[src/rtl/debug_loader_if.sv]
// ============================================================================
// debug_loader_if : UART command/byte input, IMEM write port and
//                   pipeline control bundle of the debug loader.
// Revision 1.0
// ============================================================================
`default_nettype none

interface debug_loader_if;
  logic        rx_done;
  logic [7:0]  rx_data;
  logic        halt_seen;
  logic        dump_busy;
  logic        imem_we;
  logic [31:0] imem_addr;
  logic [31:0] imem_wdata;
  logic        mips_enable;
  logic        step_pulse;
  logic        dump_req;
  logic        load_done;
  logic        err_overflow;

  modport slave (
    input  rx_done, rx_data, halt_seen, dump_busy,
    output imem_we, imem_addr, imem_wdata, mips_enable,
           step_pulse, dump_req, load_done, err_overflow
  );

  modport master (
    output rx_done, rx_data, halt_seen, dump_busy,
    input  imem_we, imem_addr, imem_wdata, mips_enable,
           step_pulse, dump_req, load_done, err_overflow
  );
endinterface

`default_nettype wire

[src/rtl/debug_loader.sv]
// ============================================================================
// debug_loader : UART-driven program loader and run/step/dump controller.
// Optional inter-byte timeout: define DEBUG_LOADER_TIMEOUT_EN.
// Revision 1.0
// ============================================================================
`default_nettype none

module debug_loader #(
  parameter int IMEM_DEPTH     = 64,
  parameter int TIMEOUT_CYCLES = 100000
) (
  input  logic          clk,
  input  logic          rst,
  debug_loader_if.slave bus
);

  typedef enum logic [2:0] {
    S_IDLE      = 3'd0,
    S_LOAD      = 3'd1,
    S_WRITE     = 3'd2,
    S_RUN       = 3'd3,
    S_DUMP_REQ  = 3'd4,
    S_DUMP_WAIT = 3'd5
  } state_t;

  localparam logic [7:0]  C_CMD_LOAD  = 8'h4C;
  localparam logic [7:0]  C_CMD_CONT  = 8'h43;
  localparam logic [7:0]  C_CMD_STEP  = 8'h53;
  localparam logic [7:0]  C_CMD_DUMP  = 8'h44;
  localparam logic [7:0]  C_CMD_HALT  = 8'h48;
  localparam logic [31:0] C_LAST_ADDR = 32'(IMEM_DEPTH - 1);

  state_t      r_state;
  logic [1:0]  r_byte_cnt;
  logic [23:0] r_shift;
  logic [31:0] r_addr;
  logic [31:0] r_wdata;
  logic        r_we;
  logic        r_run;
  logic        r_step;
  logic        r_dreq;
  logic        r_loaded;
  logic        r_ovf;
  logic        r_busy_seen;
  logic [31:0] w_word;
  logic        w_timeout;

  assign w_word = {r_shift, bus.rx_data};

`ifdef DEBUG_LOADER_TIMEOUT_EN
  localparam int TW = $clog2(TIMEOUT_CYCLES + 1);
  logic [TW-1:0] r_timer;

  assign w_timeout = (r_state == S_LOAD) && (r_byte_cnt != 2'd0) && !bus.rx_done &&
                     (r_timer == TW'(TIMEOUT_CYCLES - 1));

  always_ff @(posedge clk or negedge rst) begin
    if (!rst) begin
      r_timer <= '0;
    end else if (r_state != S_LOAD || r_byte_cnt == 2'd0 || bus.rx_done || w_timeout) begin
      r_timer <= '0;
    end else begin
      r_timer <= r_timer + TW'(1);
    end
  end
`else
  assign w_timeout = 1'b0;
`endif

  always_ff @(posedge clk or negedge rst) begin
    if (!rst) begin
      r_state     <= S_IDLE;
      r_byte_cnt  <= 2'd0;
      r_shift     <= '0;
      r_addr      <= '0;
      r_wdata     <= '0;
      r_we        <= 1'b0;
      r_run       <= 1'b0;
      r_step      <= 1'b0;
      r_dreq      <= 1'b0;
      r_loaded    <= 1'b0;
      r_ovf       <= 1'b0;
      r_busy_seen <= 1'b0;
    end else begin
      r_we   <= 1'b0;
      r_step <= 1'b0;
      r_dreq <= 1'b0;
      case (r_state)
        S_IDLE: begin
          if (bus.rx_done) begin
            case (bus.rx_data)
              C_CMD_LOAD: begin
                r_state    <= S_LOAD;
                r_addr     <= '0;
                r_byte_cnt <= 2'd0;
                r_loaded   <= 1'b0;
                r_ovf      <= 1'b0;
              end
              C_CMD_CONT: if (r_loaded) begin
                r_state <= S_RUN;
                r_run   <= 1'b1;
              end
              C_CMD_STEP: if (r_loaded) begin
                r_step  <= 1'b1;
                r_state <= S_DUMP_REQ;
              end
              C_CMD_DUMP: r_state <= S_DUMP_REQ;
              default: ;
            endcase
          end
        end
        S_LOAD: begin
          if (bus.rx_done) begin
            r_shift <= w_word[23:0];
            if (r_byte_cnt == 2'd3) begin
              r_wdata    <= w_word;
              r_we       <= 1'b1;
              r_byte_cnt <= 2'd0;
              r_state    <= S_WRITE;
            end else begin
              r_byte_cnt <= r_byte_cnt + 2'd1;
            end
          end else if (w_timeout) begin
            r_byte_cnt <= 2'd0;
          end
        end
        S_WRITE: begin
          r_addr <= r_addr + 32'd1;
          if (r_wdata == 32'd0) begin
            r_loaded <= 1'b1;
            r_state  <= S_IDLE;
          end else if (r_addr == C_LAST_ADDR) begin
            r_ovf    <= 1'b1;
            r_loaded <= 1'b1;
            r_state  <= S_IDLE;
          end else begin
            // A byte landing in the write cycle starts the next word.
            r_state <= S_LOAD;
            if (bus.rx_done) begin
              r_shift    <= {16'd0, bus.rx_data};
              r_byte_cnt <= 2'd1;
            end
          end
        end
        S_RUN: begin
          if (bus.halt_seen || (bus.rx_done && bus.rx_data == C_CMD_HALT)) begin
            r_run   <= 1'b0;
            r_state <= S_DUMP_REQ;
          end
        end
        S_DUMP_REQ: begin
          r_dreq      <= 1'b1;
          r_busy_seen <= 1'b0;
          r_state     <= S_DUMP_WAIT;
        end
        S_DUMP_WAIT: begin
          if (bus.dump_busy) begin
            r_busy_seen <= 1'b1;
          end else if (r_busy_seen) begin
            r_state <= S_IDLE;
          end
        end
        default: r_state <= S_IDLE;
      endcase
    end
  end

  assign bus.imem_we      = r_we;
  assign bus.imem_addr    = r_addr;
  assign bus.imem_wdata   = r_wdata;
  assign bus.mips_enable  = r_run;
  assign bus.step_pulse   = r_step;
  assign bus.dump_req     = r_dreq;
  assign bus.load_done    = r_loaded;
  assign bus.err_overflow = r_ovf;

endmodule

`default_nettype wire

[src/flat_wrapper.sv]
// flat-port wrapper written by rule: the top's interface ports become plain ports
module debug_loader_flat 
#(
  parameter int IMEM_DEPTH     = 64,
  parameter int TIMEOUT_CYCLES = 100000
)
  (clk, rst, bus_rx_done, bus_rx_data, bus_halt_seen, bus_dump_busy, bus_imem_we, bus_imem_addr, bus_imem_wdata, bus_mips_enable, bus_step_pulse, bus_dump_req, bus_load_done, bus_err_overflow);
  debug_loader_if bus_i ();
  input  logic clk;
  input  logic rst;
  input wire logic [$bits(bus_i.rx_done)-1:0] bus_rx_done;
  input wire logic [$bits(bus_i.rx_data)-1:0] bus_rx_data;
  input wire logic [$bits(bus_i.halt_seen)-1:0] bus_halt_seen;
  input wire logic [$bits(bus_i.dump_busy)-1:0] bus_dump_busy;
  output wire logic [$bits(bus_i.imem_we)-1:0] bus_imem_we;
  output wire logic [$bits(bus_i.imem_addr)-1:0] bus_imem_addr;
  output wire logic [$bits(bus_i.imem_wdata)-1:0] bus_imem_wdata;
  output wire logic [$bits(bus_i.mips_enable)-1:0] bus_mips_enable;
  output wire logic [$bits(bus_i.step_pulse)-1:0] bus_step_pulse;
  output wire logic [$bits(bus_i.dump_req)-1:0] bus_dump_req;
  output wire logic [$bits(bus_i.load_done)-1:0] bus_load_done;
  output wire logic [$bits(bus_i.err_overflow)-1:0] bus_err_overflow;
  assign bus_i.rx_done = bus_rx_done;
  assign bus_i.rx_data = bus_rx_data;
  assign bus_i.halt_seen = bus_halt_seen;
  assign bus_i.dump_busy = bus_dump_busy;
  assign bus_imem_we = bus_i.imem_we;
  assign bus_imem_addr = bus_i.imem_addr;
  assign bus_imem_wdata = bus_i.imem_wdata;
  assign bus_mips_enable = bus_i.mips_enable;
  assign bus_step_pulse = bus_i.step_pulse;
  assign bus_dump_req = bus_i.dump_req;
  assign bus_load_done = bus_i.load_done;
  assign bus_err_overflow = bus_i.err_overflow;
  debug_loader #(.IMEM_DEPTH(IMEM_DEPTH), .TIMEOUT_CYCLES(TIMEOUT_CYCLES)) u_core (.clk(clk), .rst(rst), .bus(bus_i));
endmodule
[config.mk]
export PLATFORM = sky130hd
export DESIGN_NAME = debug_loader_flat
export DESIGN_NICKNAME = d
export VERILOG_FILES = /design/src/rtl/debug_loader_if.sv /design/src/rtl/debug_loader.sv /design/src/flat_wrapper.sv
export SDC_FILE = /design/constraint.sdc
export NUM_CORES = 1
export LEC_CHECK = 0
export ABC_AREA = 1
export CAP_MARGIN = 20
export CORE_ASPECT_RATIO = 0.9
export CORE_MARGIN = 2
export CORE_UTILIZATION = 40
export DETAILED_ROUTE_END_ITERATION = 16
export PLACE_DENSITY_LB_ADDON = 0.25
export REMOVE_ABC_BUFFERS = 1
export SYNTH_ARGS = -nofsm -noshare
export SYNTH_HDL_FRONTEND = slang
export SYNTH_SLANG_ARGS = --single-unit
export TNS_END_PERCENT = 1
[constraint.sdc]
create_clock -name clk -period 2.3 [get_ports clk]
set_input_delay 0.46 -clock clk [delete_from_list [all_inputs] [get_ports clk]]
set_output_delay 0.46 -clock clk [all_outputs]
set_load 0.01 [all_outputs]
**Word level (Yosys, flattened, before mapping)**

Index checks and enable logic that the tools add are counted.
Widths: inputs -> output; s select.

- Register bits: 100
- Input port bits: 13
- Output and inout port bits: 70

- Add/subtract/negate cells: 2
- Equal/unequal tests: 30
- Multiplexer cells: 50
- Reductions and logical operators: 18

Operators by type and width:

| kind | count |
|---|---|
| $mux 24 | 4 |
| $mux 32 | 2 |
| $pmux 32 s2 | 1 |
| $pmux 24 s2 | 1 |
| $eq 8x7->1 const B | 5 |
| $add 32x1->32 const B | 1 |
| $eq 32x6->1 const B | 1 |
| $logic_not 32->1 | 1 |
| $mux 3 | 9 |
| $mux 1 | 19 |
| $ne 2x2->1 const B | 9 |
| $pmux 3 s6 | 1 |
| $reduce_and 5->1 | 3 |
| $mux 2 | 7 |
| $pmux 3 s4 | 1 |
| $ne 2x1->1 const B | 5 |
| $reduce_and 9->1 | 1 |
| $pmux 1 s2 | 4 |
| $reduce_bool 2->1 | 4 |
| $reduce_and 7->1 | 1 |
| $eq 3x2->1 const B | 2 |
| $eq 3x3->1 const B | 2 |
| $ne 3x2->1 const B | 2 |
| $pmux 2 s3 | 1 |
| other kinds (12) | 13 |

**Depth between registers and ports, before layout**

Gate-level depths: netlist of run 1.

- Depth after elaboration: 5
- Mapped depth: 12

**Worst setup path after synthesis of run 1**

OpenSTA, ideal clock, no wires.

- Kind: flip-flop to flip-flop
- Start: register u_core.r_addr[1] (netlist: u_core.bus.imem_addr[1])
- End: register u_core.r_addr[18] (netlist: u_core.bus.imem_addr[18])
- Arrival time: 1587 ps
- Required time: 2183 ps
- Path slack: 596 ps
- Cell stages (with the launch flop): 11
- Period minus slack after synthesis: 1704 ps
- Cells stage by stage: dfrtp_1 > ha_1 > nand2_1 > nor2_1 > nand2_1 > nor2_1 > nand2_1 > nor2_1 > nand2_1 > nand2_1 > nor2_1

- Longest elaborated chain between the ends: 2

RTL lines:

| item | RTL line | RTL |
|---|---|---|
| from (decl) | debug_loader.sv:36 | `logic [31:0] r_addr;` |
| from (signal assigned) | debug_loader.sv:128 | `r_addr <= r_addr + 32'd1;` |
| $add 32x1->32 | debug_loader.sv:128 |  |
| $pmux 32 s2 | debug_loader.sv:88 | `case (r_state)` |

No other way between the ends.
A chain may end at the register's enable or synchronous reset.

**Worst setup path after layout of run 1**

- Start: register u_core.r_addr[21] (netlist: u_core.bus.imem_addr[21])
- End: output bus_imem_addr[21]

RTL lines:

| item | RTL line | RTL |
|---|---|---|
| to (decl) | flat_wrapper.sv:16 | `output wire logic [$bits(bus_i.imem_addr)-1:0] bus_imem_addr;` |

No word-level cell between the ends.

==> results of run 1 <==
-- final cells by class --
| cell class | instances | area [um^2] | area share (%) |
|---|---|---|---|
| clock buffer | 9 | 225 | 3.43 |
| clock inverter | 7 | 116 | 1.77 |
| inverter | 64 | 240 | 3.66 |
| multi-input combinational | 540 | 2340 | 35.6 |
| sequential | 100 | 2500 | 38.1 |
| tap | 164 | 205 | 3.13 |
| timing repair buffer | 94 | 936 | 14.3 |
-- what timing repair did --
action                    4_1_cts  5_1_grt
hold endpoints to repair       19        0
hold buffers                    1        0
buffers inserted                0        0
-- through the flow --
stage | power, mW | cell area [um^2] | util (%) | cells | hold slack (ps)
after CTS | 6.82 | 6560 | 51.7 | 978 | 481
after global routing | 7.26 | 6560 | 51.7 | 978 | 510
after detailed placement | 5.08 | 6210 | 49.0 | 961 | 370
after global placement | 5.04 | 6210 | 49.0 | 961 | 366
final | 6.77 | 6560 | 51.7 | 978 | 478
after floorplan | 3.95 | 5080 | - | 704 | 164
-- power by group through the flow --
stage / Combinational, mW / Clock (mW) / Sequential [mW]
2_1_floorplan: 1.33 / 0 / 2.62
3_3_place_gp: 2.44 / 0 / 2.59
3_5_place_dp: 2.47 / 0 / 2.61
4_1_cts: 2.49 / 1.75 / 2.58
5_1_grt: 2.79 / 1.83 / 2.65
6_report: 2.48 / 1.71 / 2.58
-- cell usage after synthesis, types with 2 or more instances --
cell type	count
nand2_1	299
dfrtp_1	100
nor2_1	92
inv_1	61
nand3_1	54
o21ai_0	36
nor3_1	17
clkbuf_1	9
xor2_1	9
o22ai_1	7
nand4_1	5
a21oi_1	4
buf_2	3
buf_6	3
inv_2	3
buf_4	2
ha_1	2
nor2_2	2
-- layer usage --
| layer | vias up | share of wire, % | track usage [%] |
|---|---|---|---|
| met4 | 0 | 1.6 | 6.82 |
| li1 | 2441 | - | - |
| met2 | 145 | 44 | 31.0 |
| met5 | - | 0 | 0 |
| met1 | 2279 | 48 | 31.7 |
| met3 | 17 | 5.7 | 3.89 |
-- worst min path at each step --
stage | endpoint | cells past startpoint
4_1_cts | u_core.bus.imem_wdata[28] | 2
5_1_grt | u_core.bus.imem_wdata[25] | 2
6_report | u_core.bus.imem_wdata[28] | 2
2_1_floorplan | u_core.bus.dump_req | 0
3_3_place_gp | u_core.bus.imem_wdata[4] | 1
3_5_place_dp | u_core.bus.imem_wdata[4] | 1
-- registers in the layout, indices dropped and copies added (netlist names) --
| name | flops |
|---|---|
| u_core.bus.dump_req | 1 |
| u_core.bus.imem_we | 1 |
| u_core.bus.step_pulse | 1 |
| u_core.bus.imem_wdata | 32 |
| u_core.r_byte_cnt | 2 |
| u_core.bus.mips_enable | 1 |
| u_core.bus.load_done | 1 |
| u_core.bus.imem_addr | 32 |
| u_core.r_state | 3 |
| u_core.r_busy_seen | 1 |
| u_core.bus.err_overflow | 1 |
| u_core.r_shift | 24 |
-- worst reg2reg max path, cell delays in order (launching register included) --
cell,delay [ps]
dfrtp_1,430
inv_1,160
nor3_1,410
nand2_1,160
nor2_1,290
xor2_1,200
o21ai_0,100
-- cells by family after synthesis --
kind of cell               Yosys count  synth area share [%]
adders and majority gates            2                 0.483
DFF                                100                  48.3
and+or+nand+nor                    475                  37.2
buffers and inverters               81                  6.52
xor gates and xnor gates             9                  1.52
AOI/OAI and AO/OA                   54                  5.97
==> results.json, run 1 <==
{
  "synthCells": 721,
  "post_cts_resized": 0,
  "p_leak_nw": 3.17,
  "hold_violations": 0,
  "critPathCaptureType": "output pin",
  "avgSynthCellArea_um2": 7.18,
  "io_buffers": 82,
  "drive_gt1_share_pct": 5.04,
  "clock_path_buffers": 2,
  "place_congestion": 0.875,
  "start_util_pct": 40.8,
  "tightest_slew_ps": 447,
  "critPathLaunch": "u_core.bus.imem_addr[21]",
  "cp_data_arrival_time_ps": 1490,
  "htreeDepth": 3,
  "n_antenna_cell": 0,
  "syn2layout_area_growth_pct": 26.8,
  "pre_cts_ws_ps": 107,
  "clock_latency_ps": 350,
  "finalCriticalPeriod_ps": 1950,
  "dr.pass1.iters": 5,
  "cp_num_buf_inv": 1,
  "ir_worst_vdd_mv": 0.614,
  "hpwl_um": 10300,
  "start_kind": "flip-flop",
  "final_common_cell": "nand2_1",
  "final_cell_mix": "299 x nand2_1, 100 x dfrtp_1, 92 x nor2_1",
  "synthesis.area_mm2": 0.00518,
  "cts_buffers": 9,
  "synth-seq-cells": 100,
  "yosysSeqAreaShare_pct": 48.3,
  "yosys_warnings": 0,
  "outcome": "finished, final reports clean",
  "synth_enable_flop_cells": 0,
  "yosysTopAreaCellShare_pct": 48.3,
  "timing.fmax_mhz": 514,
  "setup_viol": 0,
  "setup_ws_ps": 354,
  "io_pins": 83,
  "yosysUniqueCellTypes": 31,
  "wl_per_cell_um": 14.1,
  "cts_tree": "yes",
  "critPathKind": "reg2out",
  "p_clk_share_pct": 25.2,
  "detail-route-antenna-nets": 0,
  "synth_area_leaders": "dfrtp_1 48%, nand2_1 22%, nor2_1 6.7%",
  "p_switching_mw": 2.59,
  "synthArstFlopShare_pct": 100,
  "wirelength_um": 13700,
  "grt_pass1_wl_um": 22900,
  "drv_slew": 0,
  "cts.clk_slew.worst_paths_ps": 80,
  "crit_cells": 1,
  "r2r-start": "u_core.bus.imem_addr[3]",
  "power_frac_seq_pct": 38.2,
  "vias": 4882,
  "drtIter0Drc": 414,
  "clock-sinks": 100,
  "cp_max_fo": 6,
  "relSlewSlack_pct": 70.1,
  "hold_class": "reg2reg",
  "antenna_found_initial": 0,
  "cap_violations": 0,
  "die_y_um": 112,
  "layout.nets": 824,
  "power_frac_comb_pct": 36.6,
  "min_period_over_period_pct": 84.6,
  "vias_per_cell": 4.99,
  "rsz0062_at_grt": "no",
  "core_region_area_mm2": 0.0127,
  "r2r-end": "u_core.bus.imem_addr[13]",
  "fin_setup_tns_ps": 0,
  "grt_remaining_overflow": 0,
  "crit_path_end": "bus_imem_addr[21]",
  "grt_max_degree": 81,
  "dieArea_mm2": 0.0139,
  "grt_pass1_vias": 4619,
  "crit_family": "buffers and inverters",
  "hold_start": "u_core.r_shift[20]",
  "r2r_slack_ps": 420,
  "die_x_um": 124,
  "root_buffer": "clkbuf_16",
  "worstPathCellList": "clkdlybuf4s50_1",
  "synthFlopType": "dfrtp_1",
  "std_cell_rows": 39,
  "nFillCells": 1252,
  "critPathMaxStageDelay_ps": 600,
  "p_per_area_mw_per_mm2": 1030,
  "rr_worst_depth": 6,
  "slowest_stage": "clkdlybuf4s50_1",
  "p_int_mw": 4.18,
  "track_usage_pct": 21.1,
  "required_ps": 1840,
  "synth_top_area_cell": "dfrtp_1",
  "switching_share_pct": 38.2,
  "drc": 0,
  "skew_ps": 7.89
}
(Power assumes the default switching activity.)
==> run 2, diff against run 1 <==
Clock period 2.3 ns to 1.6 ns, I/O delays scaled along.
==> results.json, run 2 (synthesis gave the netlist of run 1 again) <==
{
  "outcome": "complete, but fails checks",
  "violations": "setup timing",
  "hold_class": "in2async",
  "htreeDepth": 3,
  "vias_per_cell": 4.94,
  "required_ps": 1850,
  "start_util_pct": 40.8,
  "clock_latency_ps": 350,
  "drtIter0Drc": 481,
  "critPathMaxStageDelay_ps": 390,
  "place_congestion": 0.967,
  "cap_violations": 0,
  "vias": 5288,
  "grtUsageMet2_pct": 34.7,
  "drive_gt1_share_pct": 20.6,
  "std_cell_rows": 39,
  "setup_ws_ps": -152,
  "relSlewSlack_pct": 81.1,
  "n_antenna_cell": 0,
  "crit_path_end": "u_core.r_shift[2]",
  "cts_tree": "yes",
  "core_region_area_mm2": 0.0127,
  "skew_ps": 7.76,
  "die_y_um": 112,
  "final_common_cell": "nand2_1",
  "r2r-end": "u_core.r_shift[2]",
  "p_leak_nw": 4.05,
  "dieArea_mm2": 0.0139,
  "antenna_found_initial": 0,
  "grt_max_degree": 48,
  "hold_violations": 0,
  "track_usage_pct": 22.7,
  "root_buffer": "clkbuf_16",
  "holdWs_ps": 343,
  "cp_max_fo": 8,
  "rr_worst_depth": 10,
  "grt_pass1_wl_um": 24600,
  "cts_buffers": 9,
  "slowest_stage": "dfrtp_1",
  "drc": 0,
  "final_area_mm2": 0.00751,
  "cp_common_cell": "nand2_1",
  "wl_per_cell_um": 14.4,
  "ir_worst_vdd_mv": 1.04,
  "use_met3_pct": 5.64,
  "drv_slew": 0,
  "grt_remaining_overflow": 0,
  "worstPathCellList": "nor2_1 -> nand2_1 -> nor2_1 -> nand2_1 -> nor2_4 -> a21oi_4 -> buf_12 -> buf_8 -> nand3_1 -> nand2_1",
  "layoutNonFillerInstCount": 1070,
  "syn2layout_area_growth_pct": 45.0,
  "r2r_slack_ps": -150,
  "rsz0062_at_grt": "yes",
  "critPathCaptureType": "flip-flop",
  "wirelength_um": 15400,
  "clock_path_buffers": 2,
  "dr.pass1.iters": 5,
  "io_pins": 83,
  "detail-route-antenna-nets": 0,
  "critPathKind": "reg2reg",
  "grt_pass1_vias": 4963,
  "clock-sinks": 100,
  "r2r-start": "u_core.bus.imem_addr[22]",
  "layout.nets": 916,
  "cp_data_arrival_time_ps": 2000,
  "grt_use_met1_pct": 33.2,
  "tightest_slew_ps": 282,
  "hpwl_um": 11400,
  "timing.fmax_mhz": 571,
  "placed_cells": 1043,
  "io_buffers": 82,
  "min_period_over_period_pct": 109,
  "finalCriticalPeriod_ps": 1750,
  "nFillCells": 1210,
  "final_cell_mix": "292 x nand2_1, 95 x dfrtp_1, 90 x buf_4",
  "cts.clk_slew.worst_paths_ps": 70,
  "setup_viol": 27,
  "p_per_area_mw_per_mm2": 1420,
  "placedInstanceArea_mm2": 0.00686,
  "start_kind": "flip-flop",
  "die_x_um": 124,
  "busiest_layer": "met2",
  "critPathLaunch": "u_core.bus.imem_addr[22]"
}
run 2: cell count changes in the layout (fill, tap and decap cells not counted), sizes merged:
cell,delta
clkdlybuf4s50,-66
dlygate4sd2,+61
inv,-1
clkinvlp,+1
clkinv,-1
dlymetal6s2s,+4
buf,+91
nand2,+2
bufinv,+1
run 2: stage by stage:
step / total power, mW / utilization, % / setup slack (ps) / TNS (ps)
CTS: 10.2 / 56.4 / -130 / -2760
finish: 10.7 / 59.2 / -152 / -2410
global placement: 7.59 / 54.1 / -284 / -15110
detailed placement: 7.74 / 54.1 / -328 / -16280
global route: 11.4 / 59.2 / -233 / -6750
floorplan: 5.68 / - / -343 / -19470
run 2: worst min-delay path by stage:
stage	from	endpoint	slack (ps)	depth (start not counted)
floorplan	rst	u_core.bus.dump_req	20	0
global route	rst	u_core.bus.imem_wdata[4]	340	2
CTS	rst	u_core.bus.imem_wdata[4]	330	2
detailed placement	rst	u_core.bus.imem_wdata[4]	160	1
global placement	rst	u_core.bus.imem_wdata[4]	160	1
finish	rst	u_core.bus.imem_wdata[7]	340	2
run 2: where the power goes:
part	internal, mW	leakage, nW	switching (mW)
sequential	3.17	1.35	0.485
clock	1.56	0.174	1.01
combinational	1.86	2.52	2.57
run 2: final cells by class:
cell class                      count  area [um^2]  share of cell area [%]
Inverter                           64          244                    3.25
Clock buffer                        9          225                    3.00
Clock inverter                      7          130                    1.73
Timing Repair Buffer              184         1630                    21.7
Sequential cell                   100         2510                    33.4
Multi-Input combinational cell    542         2560                    34.1
Tap cell                          164          205                    2.73
run 2: critical path, delay by kind of cell, from the launching register on:
kind | cells | cell delay, ps
compound gates | 1 | 80
buf+inv | 2 | 270
flops | 1 | 390
simple gates | 7 | 890
run 2: timing repair:
item,in CTS,in global routing
gates cloned,0,2
hold buffers,1,0
setup buffers,0,9
endpoints found under the hold margin,5,0
pin swaps,0,10
gates resized for setup,69,72
endpoints found under the setup margin,101,93
run 2: metal layers:
metal	vias to the layer above	part of all wire [%]
met5	-	0
met4	0	0.78
met3	11	6.0
met2	152	46
met1	2499	47
li1	2626	-
